$ cat config.mk
export PLATFORM = sky130hd
export DESIGN_NAME = seq_sqrt
export DESIGN_NICKNAME = d
export VERILOG_FILES = /design/src/rtl/sqrt_pkg.sv /design/src/rtl/sqrt_step.sv /design/src/rtl/seq_sqrt.sv
export SDC_FILE = /design/constraint.sdc
export NUM_CORES = 1
export LEC_CHECK = 0
export ABC_AREA = 1
export CORE_UTILIZATION = 30
export DETAILED_ROUTE_END_ITERATION = 10
export PLACE_DENSITY = 0.5
export SLEW_MARGIN = 20
export SYNTH_ARGS = -nofsm -noshare
export SYNTH_HDL_FRONTEND = slang
export SYNTH_SLANG_ARGS = --single-unit
$ cat constraint.sdc
create_clock -name clk -period 3.8 [get_ports clk]
set_clock_uncertainty 0.05 [all_clocks]
set_input_delay 1.14 -clock clk [delete_from_list [all_inputs] [get_ports clk]]
set_output_delay 1.14 -clock clk [all_outputs]
set_load 0.005 [all_outputs]
$ cat src/rtl/sqrt_pkg.sv
`default_nettype none
// ============================================================================
// Module   : sqrt_pkg
// Purpose  : Shared definitions for the sequential square-root block.
//            Holds the controller state encoding and the default radicand
//            width.
// Ports    : none (package)
// Revision : 1.0 - initial release
// ============================================================================
package sqrt_pkg;

    // Default radicand width. It must be even and at least 4.
    localparam int c_DEFAULT_WIDTH = 16;

    // Controller states, with an explicit 2-bit encoding.
    typedef enum logic [1:0] {
        IDLE = 2'd0,
        CALC = 2'd1,
        DONE = 2'd2
    } state_t;

endpackage : sqrt_pkg
`default_nettype wire

$ cat src/rtl/sqrt_step.sv
`default_nettype none
// ============================================================================
// Module   : sqrt_step
// Purpose  : One restoring digit-by-digit square-root iteration. This block
//            is purely combinational.
// Ports    : rem_in   - partial remainder entering the step
//            root_in  - partial root entering the step
//            pair     - next two radicand bits (MSB first)
//            rem_out  - partial remainder after the step
//            root_out - partial root after the step (new bit shifted in)
// Revision : 1.0 - initial release
// ============================================================================
module sqrt_step
    import sqrt_pkg::*;
#(
    parameter int WIDTH = c_DEFAULT_WIDTH
) (
    input  logic [WIDTH/2-1:0] rem_in,
    input  logic [WIDTH/2-1:0] root_in,
    input  logic [1:0]         pair,
    output logic [WIDTH/2:0]   rem_out,
    output logic [WIDTH/2-1:0] root_out
);

    localparam int c_HALF = WIDTH / 2;

    logic [c_HALF+1:0] w_ext;    // (rem << 2) | pair
    logic [c_HALF+1:0] w_sub;    // (root << 2) | 1
    logic              w_keep;   // trial is non-negative
    logic [c_HALF:0]   w_diff;

    // Before any step, the partial remainder is at most twice a partial root
    // that has fewer than WIDTH/2 significant bits. That bound means
    // rem_in fits in WIDTH/2 bits, and both operands of the trial fit in
    // WIDTH/2+2 bits.
    assign w_ext  = {rem_in, pair};
    assign w_sub  = {root_in, 2'b01};
    assign w_keep = (w_ext >= w_sub);

    // When the trial is kept, the true difference is the new remainder.
    // That remainder is at most 2*root, so it fits in WIDTH/2+1 bits. A
    // modular subtraction at this width is therefore exact.
    assign w_diff = w_ext[c_HALF:0] - w_sub[c_HALF:0];

    assign rem_out  = w_keep ? w_diff : w_ext[c_HALF:0];
    assign root_out = {root_in[c_HALF-2:0], w_keep};

endmodule : sqrt_step
`default_nettype wire

$ cat src/rtl/seq_sqrt.sv
`default_nettype none
// ============================================================================
// Module   : seq_sqrt
// Purpose  : Sequential integer square root. It computes one root bit per
//            clock using a restoring digit-by-digit algorithm, and it uses a
//            valid/ready handshake on both sides.
// Ports    : clk       - clock, all state on rising edge
//            rst_n     - synchronous active-low reset
//            in_valid  - radicand offered
//            in_ready  - block can accept a radicand (IDLE)
//            num       - unsigned radicand, WIDTH bits
//            out_valid - result available and held stable (DONE)
//            out_ready - consumer takes the result
//            res       - root (floor, or rounded when ROUND=1), WIDTH/2+1
//            rem       - floor remainder num - floor_root^2, WIDTH/2+1
// Revision : 1.0 - initial release
// ============================================================================
module seq_sqrt
    import sqrt_pkg::*;
#(
    parameter int WIDTH = c_DEFAULT_WIDTH,
    parameter int ROUND = 0
) (
    input  logic               clk,
    input  logic               rst_n,
    input  logic               in_valid,
    output logic               in_ready,
    input  logic [WIDTH-1:0]   num,
    output logic               out_valid,
    input  logic               out_ready,
    output logic [WIDTH/2:0]   res,
    output logic [WIDTH/2:0]   rem
);

    localparam int c_HALF  = WIDTH / 2;
    localparam int c_CNT_W = (c_HALF > 1) ? $clog2(c_HALF) : 1;

    state_t             r_state;
    state_t             w_next_state;
    logic [WIDTH-1:0]   r_num;     // radicand, consumed two bits per step
    logic [c_HALF-1:0]  r_root;
    logic [c_HALF:0]    r_rem;
    logic [c_CNT_W-1:0] r_cnt;     // steps remaining minus one

    logic [c_HALF:0]    w_step_rem;
    logic [c_HALF-1:0]  w_step_root;

    // ------------------------------------------------------------------
    // Single iteration datapath
    // ------------------------------------------------------------------
    // The top bit of r_rem is only ever set by the final step, so it is
    // not needed on the step input.
    sqrt_step #(
        .WIDTH (WIDTH)
    ) u_step (
        .rem_in   (r_rem[c_HALF-1:0]),
        .root_in  (r_root),
        .pair     (r_num[WIDTH-1 -: 2]),
        .rem_out  (w_step_rem),
        .root_out (w_step_root)
    );

    // ------------------------------------------------------------------
    // Controller: state register
    // ------------------------------------------------------------------
    always_ff @(posedge clk) begin
        if (!rst_n) begin
            r_state <= IDLE;
        end else begin
            r_state <= w_next_state;
        end
    end

    // ------------------------------------------------------------------
    // Controller: next state and handshake outputs
    // ------------------------------------------------------------------
    always_comb begin
        w_next_state = r_state;
        in_ready     = 1'b0;
        out_valid    = 1'b0;
        case (r_state)
            IDLE: begin
                in_ready = 1'b1;
                if (in_valid) begin
                    w_next_state = CALC;
                end
            end
            CALC: begin
                if (r_cnt == '0) begin
                    w_next_state = DONE;
                end
            end
            DONE: begin
                out_valid = 1'b1;
                if (out_ready) begin
                    w_next_state = IDLE;
                end
            end
            default: begin
                w_next_state = IDLE;
            end
        endcase
    end

    // ------------------------------------------------------------------
    // Datapath registers
    // ------------------------------------------------------------------
    always_ff @(posedge clk) begin
        if (!rst_n) begin
            r_num  <= '0;
            r_root <= '0;
            r_rem  <= '0;
            r_cnt  <= '0;
        end else begin
            case (r_state)
                IDLE: begin
                    if (in_valid) begin
                        r_num  <= num;
                        r_root <= '0;
                        r_rem  <= '0;
                        r_cnt  <= c_CNT_W'(c_HALF - 1);
                    end
                end
                CALC: begin
                    r_num  <= {r_num[WIDTH-3:0], 2'b00};
                    r_root <= w_step_root;
                    r_rem  <= w_step_rem;
                    r_cnt  <= r_cnt - 1'b1;
                end
                default: begin
                    // DONE keeps the result unchanged.
                end
            endcase
        end
    end

    // ------------------------------------------------------------------
    // Result outputs
    // ------------------------------------------------------------------
    // The condition rem > root is the same as num > root*(root+1). An
    // integer radicand can never sit exactly halfway between two squares,
    // so this test alone selects the nearest root.
    generate
        if (ROUND != 0) begin : g_round
            logic w_round_up;
            assign w_round_up = (r_rem > {1'b0, r_root});
            assign res = {1'b0, r_root} + {{c_HALF{1'b0}}, w_round_up};
        end else begin : g_floor
            assign res = {1'b0, r_root};
        end
    endgenerate

    assign rem = r_rem;

endmodule : seq_sqrt
`default_nettype wire

==> impl_metrics.py, run 1 <==
metrics = {
    "setup_path": {
        "path_delay_family": "buffers and inverters",
        "critPathMaxStageDelay_ps": 520,
        "worstPathArrival_ps": 1420,
        "cp-end-kind": "primary output",
        "slowest_stage": "clkdlybuf4s50_1",
        "critical_path_class": "register to primary output",
        "crit_chain": "inv_1 > nor2_1 > clkdlybuf4s50_1",
        "start_kind": "register",
        "critPathBufInv": 2,
        "cp_num_cells": 3,
        "cp_max_fo": 3,
        "crit_required_ps": 2610,
        "reg2reg_depth": 11,
    },
    "routing": {
        "drt-total-wl_um": 4854,
        "drt_iter0_drc": 95,
        "post_drt_wl_per_cell_um": 12.10,
        "drc": 0,
        "drtPass1Iterations": 4,
        "avgViaCountPerCell": 4.818,
        "num_vias": 1932,
        "ant_nets": 0,
    },
    "place": {
        "placed_cell_area_um2": 2509,
        "dp_hpwl_um": 3503,
        "place_congestion": 0.7432,
        "port_buffers": 38,
    },
    "layout": {
        "syn2layout_area_growth_pct": 24.50,
        "multi_input_area_um2": 1121,
        "fillerInstances": 717,
        "utilization": 0.3962,
        "drive_gt1_frac": 0.07716,
        "nets": 356,
        "antenna_cells": 0,
        "seq_area_um2": 760.7,
        "final_area_um2": 2587,
    },
    "hold_path": {
        "holdPathStages": 2,
        "min_path_type": "register to register",
    },
    "cts": {
        "cts_tree": "yes",
        "cts_num_sinks": 38,
        "clk_pin_slew_ps": 70,
        "htree_levels": 2,
        "cts.path.max_buffers": 2,
        "cts_inserted_buffers": 5,
        "cts_root_buf": "clkbuf_8",
        "cts_resized": 0,
        "cts_setup_buffers": 0,
        "clock_latency_ps": 280,
        "hold_buffers": 0,
    },
    "floorplan": {
        "die_w_um": 85.23,
        "row_count": 29,
        "ios": 40,
        "die_h_um": 85.23,
        "dieArea_um2": 7264,
        "coreArea_um2": 6531,
        "start_util": 0.3182,
    },
    "pwr": {
        "power_mw": 2.173,
        "comb_power_share": 0.629,
        "p_leak_nw": 1.072,
        "swShare": 0.4674,
        "vdd_drop_max_mv": 0.2264,
        "p_per_area_nw_per_um2": 840.0,
        "p_clk_frac": 0.120,
        "p_seq_frac": 0.252,
        "internal_power_mw": 1.158,
        "p_switching_mw": 1.016,
    },
    "global_route": {
        "grt_max_degree": 36,
        "grt_pass1_vias": 1622,
        "grt_pass1_wl_um": 7859,
        "gr-usage-met2": 0.2126,
        "grt_util_met3": 0.03502,
        "grt-ovfl-total": 0,
        "use_met1": 0.1915,
        "grt_usage": 0.1368,
        "grt-busiest-layer": "met2",
        "antenna_found_initial": 0,
    },
    "sta": {
        "slew_headroom": 0.4670,
        "rsz0062_at_grt": "no",
        "hold_violations": 0,
        "max_slew.worst_pin.slew_ps": 797.6,
        "fmax_ghz": 0.3830,
        "finalSetupViolations": 0,
        "finalCriticalPeriod_ps": 2611,
        "tns_ps": 0,
        "drv_slew": 0,
        "period_share": 0.6871,
    },
    "synthesis": {
        "syn_area_um2": 2078,
        "yosys_warnings": 0,
        "ys_types": 29,
        "syn-instance-count": 289,
        "yosysSeqAreaShare": 0.3660,
        "ys_seq_elements": 38,
        "syn_avg_cell_area_um2": 7.191,
        "syn-num-nets": 321,
    },
    "outcome": {
        "status": "completed",
    },
    "job": {
        "maxCapViolCount": 0,
    },
}
-- cell usage after synthesis --
cell type | number | share of area
xnor2_1 | 2 | 0.0084
nand4_1 | 1 | 0.0030
a211oi_1 | 1 | 0.0036
o21ai_2 | 1 | 0.0042
dfxtp_1 | 38 | 0.37
xor2_1 | 1 | 0.0042
a221oi_1 | 2 | 0.0084
o21ai_0 | 15 | 0.036
buf_2 | 4 | 0.0096
nand3_1 | 18 | 0.043
buf_1 | 1 | 0.0018
nand2_2 | 3 | 0.0090
nand3_2 | 2 | 0.0096
nand2_4 | 2 | 0.011
nor2_4 | 3 | 0.016
nand3b_1 | 7 | 0.025
clkbuf_1 | 4 | 0.0072
a31oi_1 | 1 | 0.0030
nand2_1 | 73 | 0.13
conb_1 | 1 | 0.0018
ha_1 | 12 | 0.072
inv_1 | 34 | 0.061
o22ai_1 | 13 | 0.039
nor2_1 | 4 | 0.0072
inv_2 | 2 | 0.0036
a21oi_2 | 1 | 0.0042
nor2_2 | 2 | 0.0060
a21oi_1 | 38 | 0.092
buf_4 | 3 | 0.011
-- flip-flops by register name, summed over array words and instances (netlist names) --
register and cells:
r_state 2, rem 9, r_root 8, r_num 16, r_cnt 3
-- worst register-to-register path, cell delays in order, from the launching register on --
cell     delay [ps]
dfxtp_1         410
inv_1            90
ha_1            380
nand2_1         110
nor2_2           40
nand2_1          70
nor2_2           50
nor2_4          230
nand2_4         140
nand2_1          90
nand3_1          80
a21oi_2         150
-- path summary, 6_finish.rpt --
path              slack (ps)                     to                    start
setup / recovery        1190              out_valid  r_state[1]$_SDFFE_PN0P_
setup reg to reg        1840    rem[8]$_SDFFE_PN0P_   r_root[1]$_SDFFE_PN0P_
hold reg to reg          420  r_num[1]$_SDFFE_PN0P_    r_num[1]$_SDFFE_PN0P_
hold / removal           420  r_num[1]$_SDFFE_PN0P_    r_num[1]$_SDFFE_PN0P_
-- routing by layer --
| metal | vias to the layer above | routed length, µm |
|---|---|---|
| met5 | - | 0 |
| met4 | 0 | 14 |
| met3 | 2 | 154 |
| met2 | 37 | 2187 |
| met1 | 863 | 2498 |
| li1 | 1030 | - |
-- cell families after synthesis --
kind of cell    synth area share
xor+xnor                 0.01265
other cells             0.001804
simple gates              0.2625
buf+inv                  0.09452
fa+ha+maj                0.07224
flops                     0.3660
compound gates            0.1903
-- cell type report --
class / instances / area share
Clock inverter: 2 / 0.003868
Inverter: 36 / 0.05222
Sequential cell: 38 / 0.2940
Timing Repair Buffer: 40 / 0.1528
Tap cell: 77 / 0.03723
Clock buffer: 5 / 0.02660
Multi-Input combinational cell: 203 / 0.4333
-- cells in the final DEF, fill, tap and decap left out, types with 3 or more instances in the layout --
cell type,instances
a21oi_1,38
nand3_1,18
nor2_1,4
nand2_2,3
clkbuf_8,5
o22ai_1,13
nor2_4,3
dfxtp_1,38
inv_1,34
clkdlybuf4s50_1,38
o21ai_0,15
nand2_1,73
ha_1,12
nand3b_1,7
-- per-stage QoR --
stage          instances  hold WS, ps  worst slack, ps
2_1_floorplan        289        390.2             1856
3_3_place_gp         394        407.4             1158
3_5_place_dp         394        415.4             1117
4_1_cts              401        425.1             1168
5_1_grt              401        452.5             1104
6_report             401        420.1             1189
-- power groups by stage --
stage	clock, mW	sequential [mW]	combinational, mW
after floorplan	0	0.538	1.06
final	0.260	0.547	1.37
after global routing	0.287	0.559	1.54
after CTS	0.265	0.550	1.38
after global placement	0	0.559	1.37
after detailed placement	0	0.558	1.37
No activity file was read; power rests on OpenSTA's default activity.
==> run 2: changes to the inputs <==
==> constraint.sdc (replaced) <==
create_clock -name clk -period 2.5 [get_ports clk]
set_clock_uncertainty 0.05 [all_clocks]
set_input_delay 0.75 -clock clk [delete_from_list [all_inputs] [get_ports clk]]
set_output_delay 0.75 -clock clk [all_outputs]
set_load 0.005 [all_outputs]
==> impl_metrics.py, run 2 (synthesized netlist as in run 1, its figures left out) <==
metrics = {
    "layout": {
        "syn2layout_area_growth_pct": 25.95,
        "final_common_cell": "nand2_1",
        "top_register": "r_num",
        "largest_reg_flops": 16,
        "final_cell_mix": "73 x nand2_1, 38 x a21oi_1, 38 x clkdlybuf4s50_1, 38 x dfxtp_1, 34 x inv_1",
        "antenna_cells": 0,
        "drive_gt1_frac": 0.08841,
        "nets": 360,
        "fillerInstances": 716,
    },
    "floorplan": {
        "row_count": 29,
        "die_h_um": 85.23,
        "dieArea_um2": 7264,
        "ios": 40,
        "coreArea_um2": 6531,
        "die_w_um": 85.23,
        "start_util": 0.3182,
    },
    "hold_path": {
        "holdPathStages": 2,
        "min_path_type": "register to register",
        "worstHoldStart": "r_num[0]$_SDFFE_PN0P_",
        "hold_end": "r_num[0]$_SDFFE_PN0P_",
    },
    "sta": {
        "finalCriticalPeriod_ps": 2241,
        "rsz0062_at_grt": "no",
        "period_share": 0.8966,
        "max_slew.worst_pin.slew_ps": 499.1,
        "drv_slew": 0,
        "hold_violations": 0,
        "finalSetupViolations": 0,
        "tns_ps": 0,
        "slew_headroom": 0.6669,
        "fmax_ghz": 0.4462,
        "fin_ws_ps": 258.6,
    },
    "cts": {
        "clock_latency_ps": 290,
        "cts_resized": 0,
        "cts_inserted_buffers": 5,
        "htree_levels": 2,
        "cts_num_sinks": 38,
        "hold_buffers": 0,
        "cts.path.max_buffers": 2,
        "clk_pin_slew_ps": 70,
        "cts_root_buf": "clkbuf_8",
        "cts_tree": "yes",
        "cts_setup_buffers": 0,
    },
    "routing": {
        "avgViaCountPerCell": 4.768,
        "drc": 0,
        "num_vias": 1931,
        "drtPass1Iterations": 4,
        "ant_nets": 0,
        "drt_iter0_drc": 102,
        "post_drt_wl_per_cell_um": 12.03,
        "drt-total-wl_um": 4873,
    },
    "setup_path": {
        "r2r-end": "rem[5]$_SDFFE_PN0P_",
        "cp_max_fo": 3,
        "critPathMaxStageDelay_ps": 520,
        "reg2reg_depth": 11,
        "crit_required_ps": 1700,
        "worstPathArrival_ps": 1440,
        "crit_chain": "inv_1 > nor2_1 > clkdlybuf4s50_1",
        "start_kind": "register",
        "r2r_start": "r_root[5]$_SDFFE_PN0P_",
        "critical_path_class": "register to primary output",
        "cp-end-kind": "primary output",
        "worst-r2r-setup-slack_ps": 610,
        "slowest_stage": "clkdlybuf4s50_1",
    },
    "pwr": {
        "p_leak_nw": 1.092,
        "vdd_drop_max_mv": 0.3911,
        "p_per_area_nw_per_um2": 1262,
    },
    "global_route": {
        "grt_max_degree": 29,
        "grt-ovfl-total": 0,
        "antenna_found_initial": 0,
        "grt_pass1_wl_um": 8162,
        "grt_pass1_vias": 1773,
        "grt_usage": 0.1421,
    },
    "place": {
        "post-place-ws_ps": 421.6,
        "dp_hpwl_um": 3676,
        "port_buffers": 38,
        "place_congestion": 0.7331,
    },
    "outcome": {
        "status": "completed",
    },
    "job": {
        "maxCapViolCount": 0,
    },
}
## run 2: changes by cell type in the layout (fill, tap and decap cells not counted), sizes merged
cell  before  now
buf        2    6
## run 2: worst max-delay path by stage
| stage | to | depth (start not counted) | from |
|---|---|---|---|
| finish | out_valid | 3 | r_state[1]$_SDFFE_PN0P_ |
| global route | out_valid | 3 | r_state[1]$_SDFFE_PN0P_ |
| CTS | out_valid | 3 | r_state[1]$_SDFFE_PN0P_ |
| detailed placement | r_num[3]$_SDFFE_PN0P_ | 5 | in_valid |
| global placement | rem[5]$_SDFFE_PN0P_ | 4 | rst_n |
| floorplan | rem[8]$_SDFFE_PN0P_ | 11 | r_root[6]$_SDFFE_PN0P_ |
## run 2: layout make-up
class	count	area [µm²]	share of cell area
Timing Repair Buffer	44	425.4	0.1625
Clock inverter	2	10.01	0.003824
Clock buffer	5	68.82	0.02629
Tap cell	77	96.34	0.03681
Multi-Input combinational cell	203	1121	0.4283
Sequential cell	38	760.7	0.2906
Inverter	36	135.1	0.05163
## run 2: critical path: cells and delay by family (launching register included)
family | cells | cell delay (ps)
and+or+nand+nor | 1 | 140
DFF | 1 | 410
buffers and inverters | 2 | 610
## run 2: metal layers
metal / global-route usage / vias up / routed length, µm
li1: - / 1034 / -
met1: 0.1897 / 852 / 2426
met2: 0.2287 / 38 / 2220
met3: 0.03016 / 7 / 168
met4: 0.04622 / 0 / 57
met5: 0 / - / 0
## run 2: through the flow
stage	total power [mW]	hold slack (ps)	instance area, µm²	cells	util
6_report	3.304	416.8	2618	405	0.4008
5_1_grt	3.690	434.9	2618	405	0.4008
4_1_cts	3.354	423.9	2618	405	0.4008
3_5_place_dp	2.949	411.5	2539	398	0.3887
3_3_place_gp	2.933	408.1	2539	398	0.3887
2_1_floorplan	2.426	390.2	2078	289	-
## run 2: power by group
part / switching, mW / total, mW / internal [mW]
Sequential: 0.103 / 0.828 / 0.724
Clock: 0.207 / 0.394 / 0.187
Combinational: 1.23 / 2.08 / 0.857
Total: 1.54 / 3.30 / 1.77
==> run 3: changes to the inputs <==
==> constraint.sdc (replaced) <==
create_clock -name clk -period 2.5 [get_ports clk]
set_clock_uncertainty 0.05 [all_clocks]
set_input_delay 0.5 -clock clk [delete_from_list [all_inputs] [get_ports clk]]
set_output_delay 0.5 -clock clk [all_outputs]
set_load 0.005 [all_outputs]
==> impl_metrics.py, run 3 (synthesized netlist as in run 1, its figures left out) <==
metrics = {
    "outcome": {
        "status": "completed",
    },
    "cts": {
        "cts_tree": "yes",
        "cts_num_sinks": 38,
        "cts.path.max_buffers": 2,
        "htree_levels": 2,
        "cts_root_buf": "clkbuf_8",
        "clk_pin_slew_ps": 70,
        "cts_resized": 0,
        "cts_inserted_buffers": 5,
        "cts_setup_buffers": 0,
        "clock_latency_ps": 280,
        "hold_buffers": 0,
    },
    "setup_path": {
        "start_kind": "register",
        "crit_chain": "inv_1 > nor2_1 > clkdlybuf4s50_1",
        "crit_required_ps": 1950,
        "cp-end-kind": "primary output",
        "slowest_stage": "clkdlybuf4s50_1",
        "critPathMaxStageDelay_ps": 520,
        "reg2reg_depth": 11,
        "critical_path_class": "register to primary output",
        "worstPathArrival_ps": 1430,
        "cp_max_fo": 3,
    },
    "pwr": {
        "internal_power_mw": 1.875,
        "p_seq_frac": 0.238,
        "p_clk_frac": 0.146,
        "p_switching_mw": 1.598,
        "p_per_area_nw_per_um2": 1321,
        "power_mw": 3.473,
        "vdd_drop_max_mv": 0.5609,
        "comb_power_share": 0.616,
        "swShare": 0.4602,
        "p_leak_nw": 1.090,
    },
    "routing": {
        "num_vias": 1932,
        "ant_nets": 0,
        "drc": 0,
        "post_drt_wl_per_cell_um": 12.60,
        "drt-total-wl_um": 5091,
        "avgViaCountPerCell": 4.782,
        "drtPass1Iterations": 4,
        "drt_iter0_drc": 85,
    },
    "hold_path": {
        "min_path_type": "register to register",
        "holdPathStages": 2,
    },
    "global_route": {
        "grt_util_met3": 0.02918,
        "grt-busiest-layer": "met2",
        "antenna_found_initial": 0,
        "grt-ovfl-total": 0,
        "grt_usage": 0.1486,
        "gr-usage-met2": 0.2331,
        "grt_pass1_vias": 1785,
        "use_met1": 0.2058,
        "grt_pass1_wl_um": 8452,
        "grt_max_degree": 29,
    },
    "sta": {
        "fmax_ghz": 0.5055,
        "fin_ws_ps": 521.8,
        "hold_violations": 0,
        "rsz0062_at_grt": "no",
        "drv_slew": 0,
        "tns_ps": 0,
        "finalCriticalPeriod_ps": 1978,
        "period_share": 0.7913,
        "finalSetupViolations": 0,
    },
    "layout": {
        "fillerInstances": 717,
        "final_cell_mix": "73 x nand2_1, 38 x a21oi_1, 38 x clkdlybuf4s50_1, 38 x dfxtp_1, 34 x inv_1",
        "drive_gt1_frac": 0.07951,
        "top_register": "r_num",
        "utilization": 0.4027,
        "syn2layout_area_growth_pct": 26.55,
        "seq_area_um2": 760.7,
        "largest_reg_flops": 16,
        "antenna_cells": 0,
        "multi_input_area_um2": 1121,
        "final_common_cell": "nand2_1",
        "final_area_um2": 2630,
        "nets": 358,
    },
    "place": {
        "placed_cell_area_um2": 2524,
        "post-place-ws_ps": 592.0,
        "place_congestion": 0.8176,
        "dp_hpwl_um": 3686,
        "port_buffers": 38,
    },
    "floorplan": {
        "dieArea_um2": 7264,
        "coreArea_um2": 6531,
        "row_count": 29,
        "start_util": 0.3182,
        "ios": 40,
        "die_h_um": 85.23,
        "die_w_um": 85.23,
    },
    "job": {
        "maxCapViolCount": 0,
    },
}
## run 3: final cells by class
type / count / share of cell area
Multi-Input combinational cell: 203 / 0.4263
Timing Repair Buffer: 42 / 0.1560
Inverter: 36 / 0.05138
Sequential cell: 38 / 0.2892
Tap cell: 77 / 0.03663
Clock buffer: 7 / 0.02902
Clock inverter: 1 / 0.01142
## run 3: path summary, 6_finish.rpt
check | startpoint | end | slack [ps]
hold reg to reg | r_num[1]$_SDFFE_PN0P_ | r_num[1]$_SDFFE_PN0P_ | 410
setup reg to reg | r_root[5]$_SDFFE_PN0P_ | rem[8]$_SDFFE_PN0P_ | 570
hold / removal | r_num[1]$_SDFFE_PN0P_ | r_num[1]$_SDFFE_PN0P_ | 410
setup / recovery | r_state[1]$_SDFFE_PN0P_ | out_valid | 520
## run 3: layer usage
metal	wire (µm)	vias up
li1	-	1031
met1	2536	861
met2	2382	36
met3	133	4
met4	39	0
met5	0	-
## run 3: power by group through the flow
| stage | registers [mW] | clock network [mW] | logic (mW) |
|---|---|---|---|
| after CTS | 0.827 | 0.532 | 2.14 |
| after global routing | 0.847 | 0.559 | 2.41 |
| after global placement | 0.842 | 0 | 2.13 |
| after floorplan | 0.818 | 0 | 1.61 |
| after detailed placement | 0.841 | 0 | 2.13 |
| final | 0.826 | 0.508 | 2.14 |
## run 3: critical path: cells and delay by family, from the launching register on
family / cells / cell delay [ps]
buf+inv: 2 / 610
flops: 1 / 410
simple gates: 1 / 130
## run 3: per-stage QoR
stage,hold WS [ps],std cells
2_1_floorplan,390.2,289
3_3_place_gp,402.3,396
3_5_place_dp,407.6,396
4_1_cts,418.4,404
5_1_grt,435.5,404
6_report,414.1,404
